File: src/rtl/fir_ctrl_pkg.sv
// Shared types and constants for the FIR gain ramp controller.
// Imported by the stepper and the controller top.
package fir_ctrl_pkg;

    typedef enum logic [1:0] {
        IDLE,
        RAMP,
        MUTING,
        MUTED
    } gain_state_e;

    localparam logic [23:0] UNITY_Q12 = 24'h001000;

    // Config is only taken while the gain is parked.
    function automatic logic cfg_open(input gain_state_e s);
        return (s == IDLE) || (s == MUTED);
    endfunction

endpackage

File: src/rtl/gain_stepper.sv
// One clamped gain step toward a target, shared by ramp and mute.
// A zero step or a step covering the remaining distance lands on the target.
module gain_stepper
    import fir_ctrl_pkg::*;
#(
    parameter int GAIN_WIDTH = 24,
    parameter int STEP_WIDTH = 16
) (
    input  logic [GAIN_WIDTH-1:0] i_cur,
    input  logic [GAIN_WIDTH-1:0] i_tgt,
    input  logic [STEP_WIDTH-1:0] i_step,
    output logic [GAIN_WIDTH-1:0] o_nxt,
    output logic                  o_reached
);

    logic                  w_up;
    logic [GAIN_WIDTH:0]   w_diff;
    logic [GAIN_WIDTH:0]   w_step_ext;
    logic [GAIN_WIDTH-1:0] w_step_g;

    assign w_up       = i_tgt > i_cur;
    assign w_diff     = w_up ? ({1'b0, i_tgt} - {1'b0, i_cur})
                             : ({1'b0, i_cur} - {1'b0, i_tgt});
    assign w_step_ext = {{(GAIN_WIDTH + 1 - STEP_WIDTH){1'b0}}, i_step};
    assign w_step_g   = w_step_ext[GAIN_WIDTH-1:0];

    assign o_reached = (i_step == '0) || (w_diff <= w_step_ext);

    // Stepping only happens when diff > step, so neither branch can wrap.
    assign o_nxt = o_reached ? i_tgt
                 : w_up      ? i_cur + w_step_g
                 :             i_cur - w_step_g;

endmodule

File: src/rtl/fir_gain_ramp_ctrl.sv
// Click-free gain control for the FIR top: ramped targets and soft mute.
// Ramp and mute advance one step per sample strobe.
module fir_gain_ramp_ctrl
    import fir_ctrl_pkg::*;
#(
    parameter int                    GAIN_WIDTH   = 24,
    parameter int                    STEP_WIDTH   = 16,
    parameter logic [GAIN_WIDTH-1:0] UNITY_GAIN   = UNITY_Q12,
    parameter logic [STEP_WIDTH-1:0] DEFAULT_STEP = 16'd16
) (
    input  logic                  i_clk,
    input  logic                  i_rst,
    input  logic                  i_samp_en,
    input  logic                  i_cfg_valid,
    output logic                  o_cfg_ready,
    input  logic [GAIN_WIDTH-1:0] i_cfg_gain,
    input  logic [STEP_WIDTH-1:0] i_cfg_step,
    input  logic                  i_mute,
    output logic [GAIN_WIDTH-1:0] o_gain,
    output logic                  o_busy,
    output logic                  o_done
);

    gain_state_e           r_state;
    logic [GAIN_WIDTH-1:0] r_gain;
    logic [GAIN_WIDTH-1:0] r_tgt;
    logic [STEP_WIDTH-1:0] r_step;
    logic                  r_ready;
    logic                  r_busy;
    logic                  r_done;

    logic                  w_accept;
    logic [GAIN_WIDTH-1:0] w_tgt_n;
    logic [STEP_WIDTH-1:0] w_step_n;
    logic                  w_muting;
    logic [GAIN_WIDTH-1:0] w_st_tgt;
    logic [STEP_WIDTH-1:0] w_st_step;
    logic [GAIN_WIDTH-1:0] w_st_nxt;
    logic                  w_st_reached;
    gain_state_e           w_nx_state;
    logic [GAIN_WIDTH-1:0] w_nx_gain;
    logic                  w_nx_done;

    assign w_accept = i_cfg_valid && r_ready;
    assign w_tgt_n  = w_accept ? i_cfg_gain : r_tgt;
    assign w_step_n = w_accept ? i_cfg_step : r_step;

    // Mute always heads for zero at the fixed rate.
    assign w_muting  = (r_state == MUTING);
    assign w_st_tgt  = w_muting ? '0 : r_tgt;
    assign w_st_step = w_muting ? DEFAULT_STEP : r_step;

    gain_stepper #(
        .GAIN_WIDTH (GAIN_WIDTH),
        .STEP_WIDTH (STEP_WIDTH)
    ) u_stepper (
        .i_cur     (r_gain),
        .i_tgt     (w_st_tgt),
        .i_step    (w_st_step),
        .o_nxt     (w_st_nxt),
        .o_reached (w_st_reached)
    );

    always_comb begin
        w_nx_state = r_state;
        w_nx_gain  = r_gain;
        w_nx_done  = 1'b0;
        unique case (r_state)
            IDLE: begin
                if (i_mute)
                    w_nx_state = MUTING;
                else if (w_accept && (i_cfg_gain != r_gain))
                    w_nx_state = RAMP;
            end
            RAMP: begin
                if (i_mute) begin
                    w_nx_state = MUTING;
                end else if (i_samp_en) begin
                    w_nx_gain = w_st_nxt;
                    if (w_st_reached) begin
                        w_nx_state = IDLE;
                        w_nx_done  = 1'b1;
                    end
                end
            end
            MUTING: begin
                if (!i_mute) begin
                    w_nx_state = (r_gain == r_tgt) ? IDLE : RAMP;
                end else if (i_samp_en) begin
                    w_nx_gain = w_st_nxt;
                    if (w_st_reached) begin
                        w_nx_state = MUTED;
                        w_nx_done  = 1'b1;
                    end
                end
            end
            MUTED: begin
                if (!i_mute)
                    w_nx_state = (r_gain == w_tgt_n) ? IDLE : RAMP;
            end
            default: w_nx_state = IDLE;
        endcase
    end

    always_ff @(posedge i_clk) begin
        if (i_rst) begin
            r_state <= IDLE;
            r_gain  <= UNITY_GAIN;
            r_tgt   <= UNITY_GAIN;
            r_step  <= DEFAULT_STEP;
            r_ready <= 1'b1;
            r_busy  <= 1'b0;
            r_done  <= 1'b0;
        end else begin
            r_state <= w_nx_state;
            r_gain  <= w_nx_gain;
            r_tgt   <= w_tgt_n;
            r_step  <= w_step_n;
            r_ready <= cfg_open(w_nx_state);
            r_busy  <= !cfg_open(w_nx_state);
            r_done  <= w_nx_done;
        end
    end

    assign o_cfg_ready = r_ready;
    assign o_gain      = r_gain;
    assign o_busy      = r_busy;
    assign o_done      = r_done;

endmodule
File: config.mk
export PLATFORM = sky130hd
export DESIGN_NAME = fir_gain_ramp_ctrl
export DESIGN_NICKNAME = d
export VERILOG_FILES = /design/src/rtl/fir_ctrl_pkg.sv /design/src/rtl/gain_stepper.sv /design/src/rtl/fir_gain_ramp_ctrl.sv
export SDC_FILE = /design/constraint.sdc
export NUM_CORES = 1
export LEC_CHECK = 0
export BUFFER_PORTS_ARGS = -buffer_cell sky130_fd_sc_hd__buf_2
export CORE_MARGIN = 2
export CORE_UTILIZATION = 43
export CTS_CLUSTER_DIAMETER = 120
export CTS_CLUSTER_SIZE = 14
export DETAILED_ROUTE_END_ITERATION = 7
export SKIP_LAST_GASP = 1
export SLEW_MARGIN = 0
export SYNTH_ARGS = -nofsm -noshare
export SYNTH_HDL_FRONTEND = slang
export SYNTH_SLANG_ARGS = --single-unit
File: constraint.sdc
create_clock -name i_clk -period 7.1 [get_ports i_clk]
set_input_delay 0 -clock i_clk [delete_from_list [all_inputs] [get_ports i_clk]]
set_output_delay 0 -clock i_clk [all_outputs]
set_load 0.005 [all_outputs]
==> results list <==
* Run status: completed
- In this run the mean area of a mapped cell was between 7 and 8 um2.
* Slew Limit Fails: 0
- After floorplanning, the core was divided into 51 placement rows.
- Iteration-0 DRC Markers: around 820
- FF+latch count, synth: 69
- The share of total power dissipated in the clock network is a little under an eighth.
* I/O pin count: 72
* Detailed-routing iteration count for the pre-antenna-repair pass: 5
* Async SR Flop Fraction: 0%
* Post-route clock period utilization: between 90% and 100%
- Tightest slew margin relative to the limit: approximately 25%
- Yosys mapped a number of flops with a built-in enable equal to 0.
* Number of buffers created by CTS: 9
- Power density relative to cell area: approximately 470 nW/um2
- For this run, the post-layout net count is between 1k and 1.5k.
* Max Buffers Root-to-Sink: 2
- The area growth from synthesis to layout is 21.0%.
- Core footprint: a little under 20000 um2
- Count of maximum capacitance violations: 0
- After synthesis, the netlist uses 73 different library cells.
- Buffer type at the clock tree root: sky130_fd_sc_hd__clkbuf_16
- Post-detailed-route count of antenna-violating nets: 0
- The worst register-to-register path has a setup slack of approximately 370 ps.
- Post-synthesis instance total: about 1.1k
- The filler cells instantiated in the layout total slightly below 2k.
- Summed over all nets, the switching power comes to around 2.5 mW.
- In this run the worst hold path is classified as in -> reg.
* Final core utilization: between 50% and 60%
- The final layout contains routed wiring with a total length of just over 30 mm.
- In the routed design, unresolved DRC markers number 0.
- Post-synthesis instance area: 8580 um2
* Final min period: just under 7000 ps
- Leaving out fill and tap cells, the most frequent cells in the layout are sky130_fd_sc_hd__nand2_1, sky130_fd_sc_hd__a21oi_1, sky130_fd_sc_hd__nor2_1, sky130_fd_sc_hd__ha_1, sky130_fd_sc_hd__inv_1.
- The clock reaches the later pin of the worst-skew pair after between 300 and 400 ps.
- Synthesized Nets: ~1.3k
- Hold Vio Cnt, Final: 0
* Cell with the most instances on the worst path: sky130_fd_sc_hd__buf_4
* Share of total power in combinational logic: 78.7%
- The H-tree generated during clock tree synthesis spans 3 levels.
* Slowest cell on crit path: sky130_fd_sc_hd__or4_4
* Multiplexer share of the synthesized area: under 10%
- Internal power: 2.38 mW
* Number of buffers inserted by port buffering: 71
- The worst setup path is captured at a flip-flop.
- The analysis attributes to cell leakage a power of 4.90 nW.
* Slowest Stage Delay on Critical Path: between 400 and 500 ps
- For this run, the top clock speed supported by timing is roughly 150 MHz.
- Overall power consumption after layout is estimated at a little under 5 mW.
- CTS tree: yes
- Antenna violations before repair: 0
* Top_reg_cell synth: sky130_fd_sc_hd__dfxtp_1
- Largest net degree at the start of global routing: 72
* CP startpoint kind: flip-flop
- After synthesis, the largest family of logic cells by area is compound AO/OA/AOI/OAI gates.
- Per report_power, the sequential group accounts for about 9.9% of the total.
- For this run, the register share of the synthesized area comes to 16.1%.
- Worst Path Arrival: roughly 7000 ps
- During synthesis, Yosys emitted a total of 0 warnings.
- The worst hold path was traced through 3 stages.
- The die is 145 um tall.
* Post-synthesis share of cell area spent on full adders, half adders and majority gates: approximately 14%
- Required time of the worst setup path: between 7000 and 8000 ps
* Compound-Gate Fraction of Synth Area: 22.7%
* Most common cell after layout, fill and taps aside: sky130_fd_sc_hd__nand2_1
- Clock skew on the completed layout was measured at between 8 and 9 ps.
- Clock-pin slew on the worst setup and hold paths: about 70 ps
- Total GRT Usage: approximately 28%
* Final setup violation count: 0
- Summed over all layers, the global routing overflow is 0.
- Slew at the pin closest to its max-slew limit: approximately 1100 ps
- Of all nets on the critical path, the largest fanout is 15.
* X dimension of the die: 145 um
* Wire length of the first global-routing pass: roughly 47 mm
- The clock net in this run drives a total of between 60 and 70 sinks.
- Maximum resistive drop on vdd: 184 uV
- Weighted congestion reported at the end of routability-driven placement: around 1.1
* DR WL/cell: between 15 and 20 um
- In this run switching power makes up 51.5% of total power.
- Number of antenna diodes: 0
- Measured in cells, the most critical reg-to-reg path has a length of 31.
* Area of the die: 21100 um2
- The number of global-route vias before repair came to between 8k and 9k.
* Initial Utilization: 43.9%
- Summing over every cut layer, the via total after detailed routing is 8846.
- After Yosys synthesis, and, or, nand and nor cells account for around a fifth of the synthesized area.
* Estimated wirelength of the detail-placed design: roughly 24 mm
- The critical path is of the reg -> reg type.
* Share of cells above drive strength 1: 15.5%
- DR vias/cell: around 5.7
- After Yosys synthesis, XOR and XNOR cells account for around 13% of the synthesized area.
metal layers:
metal	track usage [%]	share of wire (%)	up-vias
met5	0	0	-
met4	9.85	3.3	0
met3	3.43	6.2	60
met2	43.6	44	335
met1	40.8	47	4139
li1	-	-	4312
power groups by stage:
stage / clock, mW / sequential (mW) / combinational, mW
global route: 0.577 / 0.492 / 4.20
floorplan: 0 / 0.505 / 2.61
global placement: 0 / 0.491 / 3.65
finish: 0.562 / 0.485 / 3.86
detailed placement: 0 / 0.492 / 3.64
CTS: 0.563 / 0.484 / 3.68
flip-flops by register name (all words and copies together) (netlist names):
| name | cells |
|---|---|
| r_state | 2 |
| r_tgt | 24 |
| o_done | 1 |
| o_cfg_ready | 1 |
| r_step | 16 |
| o_busy | 1 |
| o_gain | 24 |
area by class of cell:
cell class | count | area (um2) | share of cell area [%]
clock buffers | 9 | 225 | 2.17
multi-input cells | 943 | 6760 | 65.1
well taps | 265 | 332 | 3.19
clock inverters | 7 | 120 | 1.16
inverters | 74 | 278 | 2.68
repair buffers | 176 | 1290 | 12.4
flip-flops and latches | 69 | 1380 | 13.3
cell families after synthesis:
group / after synthesis
and+or+nand+nor: 368
AOI/OAI and AO/OA: 297
buffers and inverters: 136
xor gates and xnor gates: 126
adders and majority gates: 95
DFF: 69
muxes: 57
cells in the mapped netlist, drive strengths merged, types with 3 or more instances:
cell | number | share of area [%]
o22ai | 4 | 0.29
nor3 | 22 | 1.3
o211ai | 11 | 0.96
nand4 | 18 | 1.3
nor3b | 3 | 0.26
nand3 | 25 | 1.5
a31oi | 16 | 1.2
xnor2 | 71 | 7.2
and3 | 6 | 0.44
nand3b | 3 | 0.26
buf | 18 | 1.4
o21bai | 9 | 0.79
a21o | 20 | 1.7
o21ai | 47 | 2.8
nor2 | 93 | 4.1
and2 | 5 | 0.36
fa | 3 | 0.70
o221ai | 8 | 0.89
nand2b | 47 | 3.4
ha | 92 | 13
a21oi | 101 | 6.0
a2111oi | 3 | 0.38
o22a | 3 | 0.31
clkbuf | 44 | 1.9
o41ai | 3 | 0.31
nor2b | 10 | 0.73
a211oi | 24 | 2.2
mux2i | 54 | 6.3
o31a | 4 | 0.41
dfxtp | 69 | 16
or2 | 4 | 0.29
nand2 | 101 | 4.4
o31ai | 10 | 0.99
mux2 | 3 | 0.44
or3 | 9 | 0.66
o21a | 12 | 1.0
a21boi | 4 | 0.35
nor4 | 15 | 1.1
inv | 74 | 3.2
xor2 | 55 | 5.6
through the flow:
step | setup WS [ps] | std cells | setup TNS [ps] | area [um2] | hold WS (ps)
2_1_floorplan | 60.2 | 1148 | 0 | 8580 | 124
3_3_place_gp | 167 | 1484 | 0 | 9480 | 219
3_5_place_dp | 51.5 | 1484 | 0 | 9480 | 219
4_1_cts | 41.2 | 1540 | 0 | 10200 | 4.94
5_1_grt | -20.8 | 1543 | -46.5 | 10400 | 44.6
6_report | 368 | 1543 | 0 | 10400 | 8.29
path summary, 6_finish.rpt:
kind,startpoint,end
hold / removal,i_cfg_gain[5],r_tgt[5]
hold reg to reg,r_step[7],r_step[7]
setup / recovery,r_state[0],o_gain[19]
setup reg to reg,r_state[0],o_gain[19]
worst max-delay path: cells and delay by family (launching register included):
| family | cells | cell delay (ps) |
|---|---|---|
| AOI/OAI and AO/OA | 11 | 2150 |
| and+or+nand+nor | 9 | 2010 |
| buffers and inverters | 6 | 930 |
| adders and majority gates | 3 | 880 |
| DFF | 1 | 320 |
| xor gates and xnor gates | 1 | 180 |
| muxes | 1 | 150 |
timing repair:
item	4_1_cts	5_1_grt
endpoints found under the setup margin	0	29
buffers inserted	0	2
resized for setup	0	27
hold endpoints to repair	40	0
hold buffers	40	0
Power figures use the tool's default switching activity.
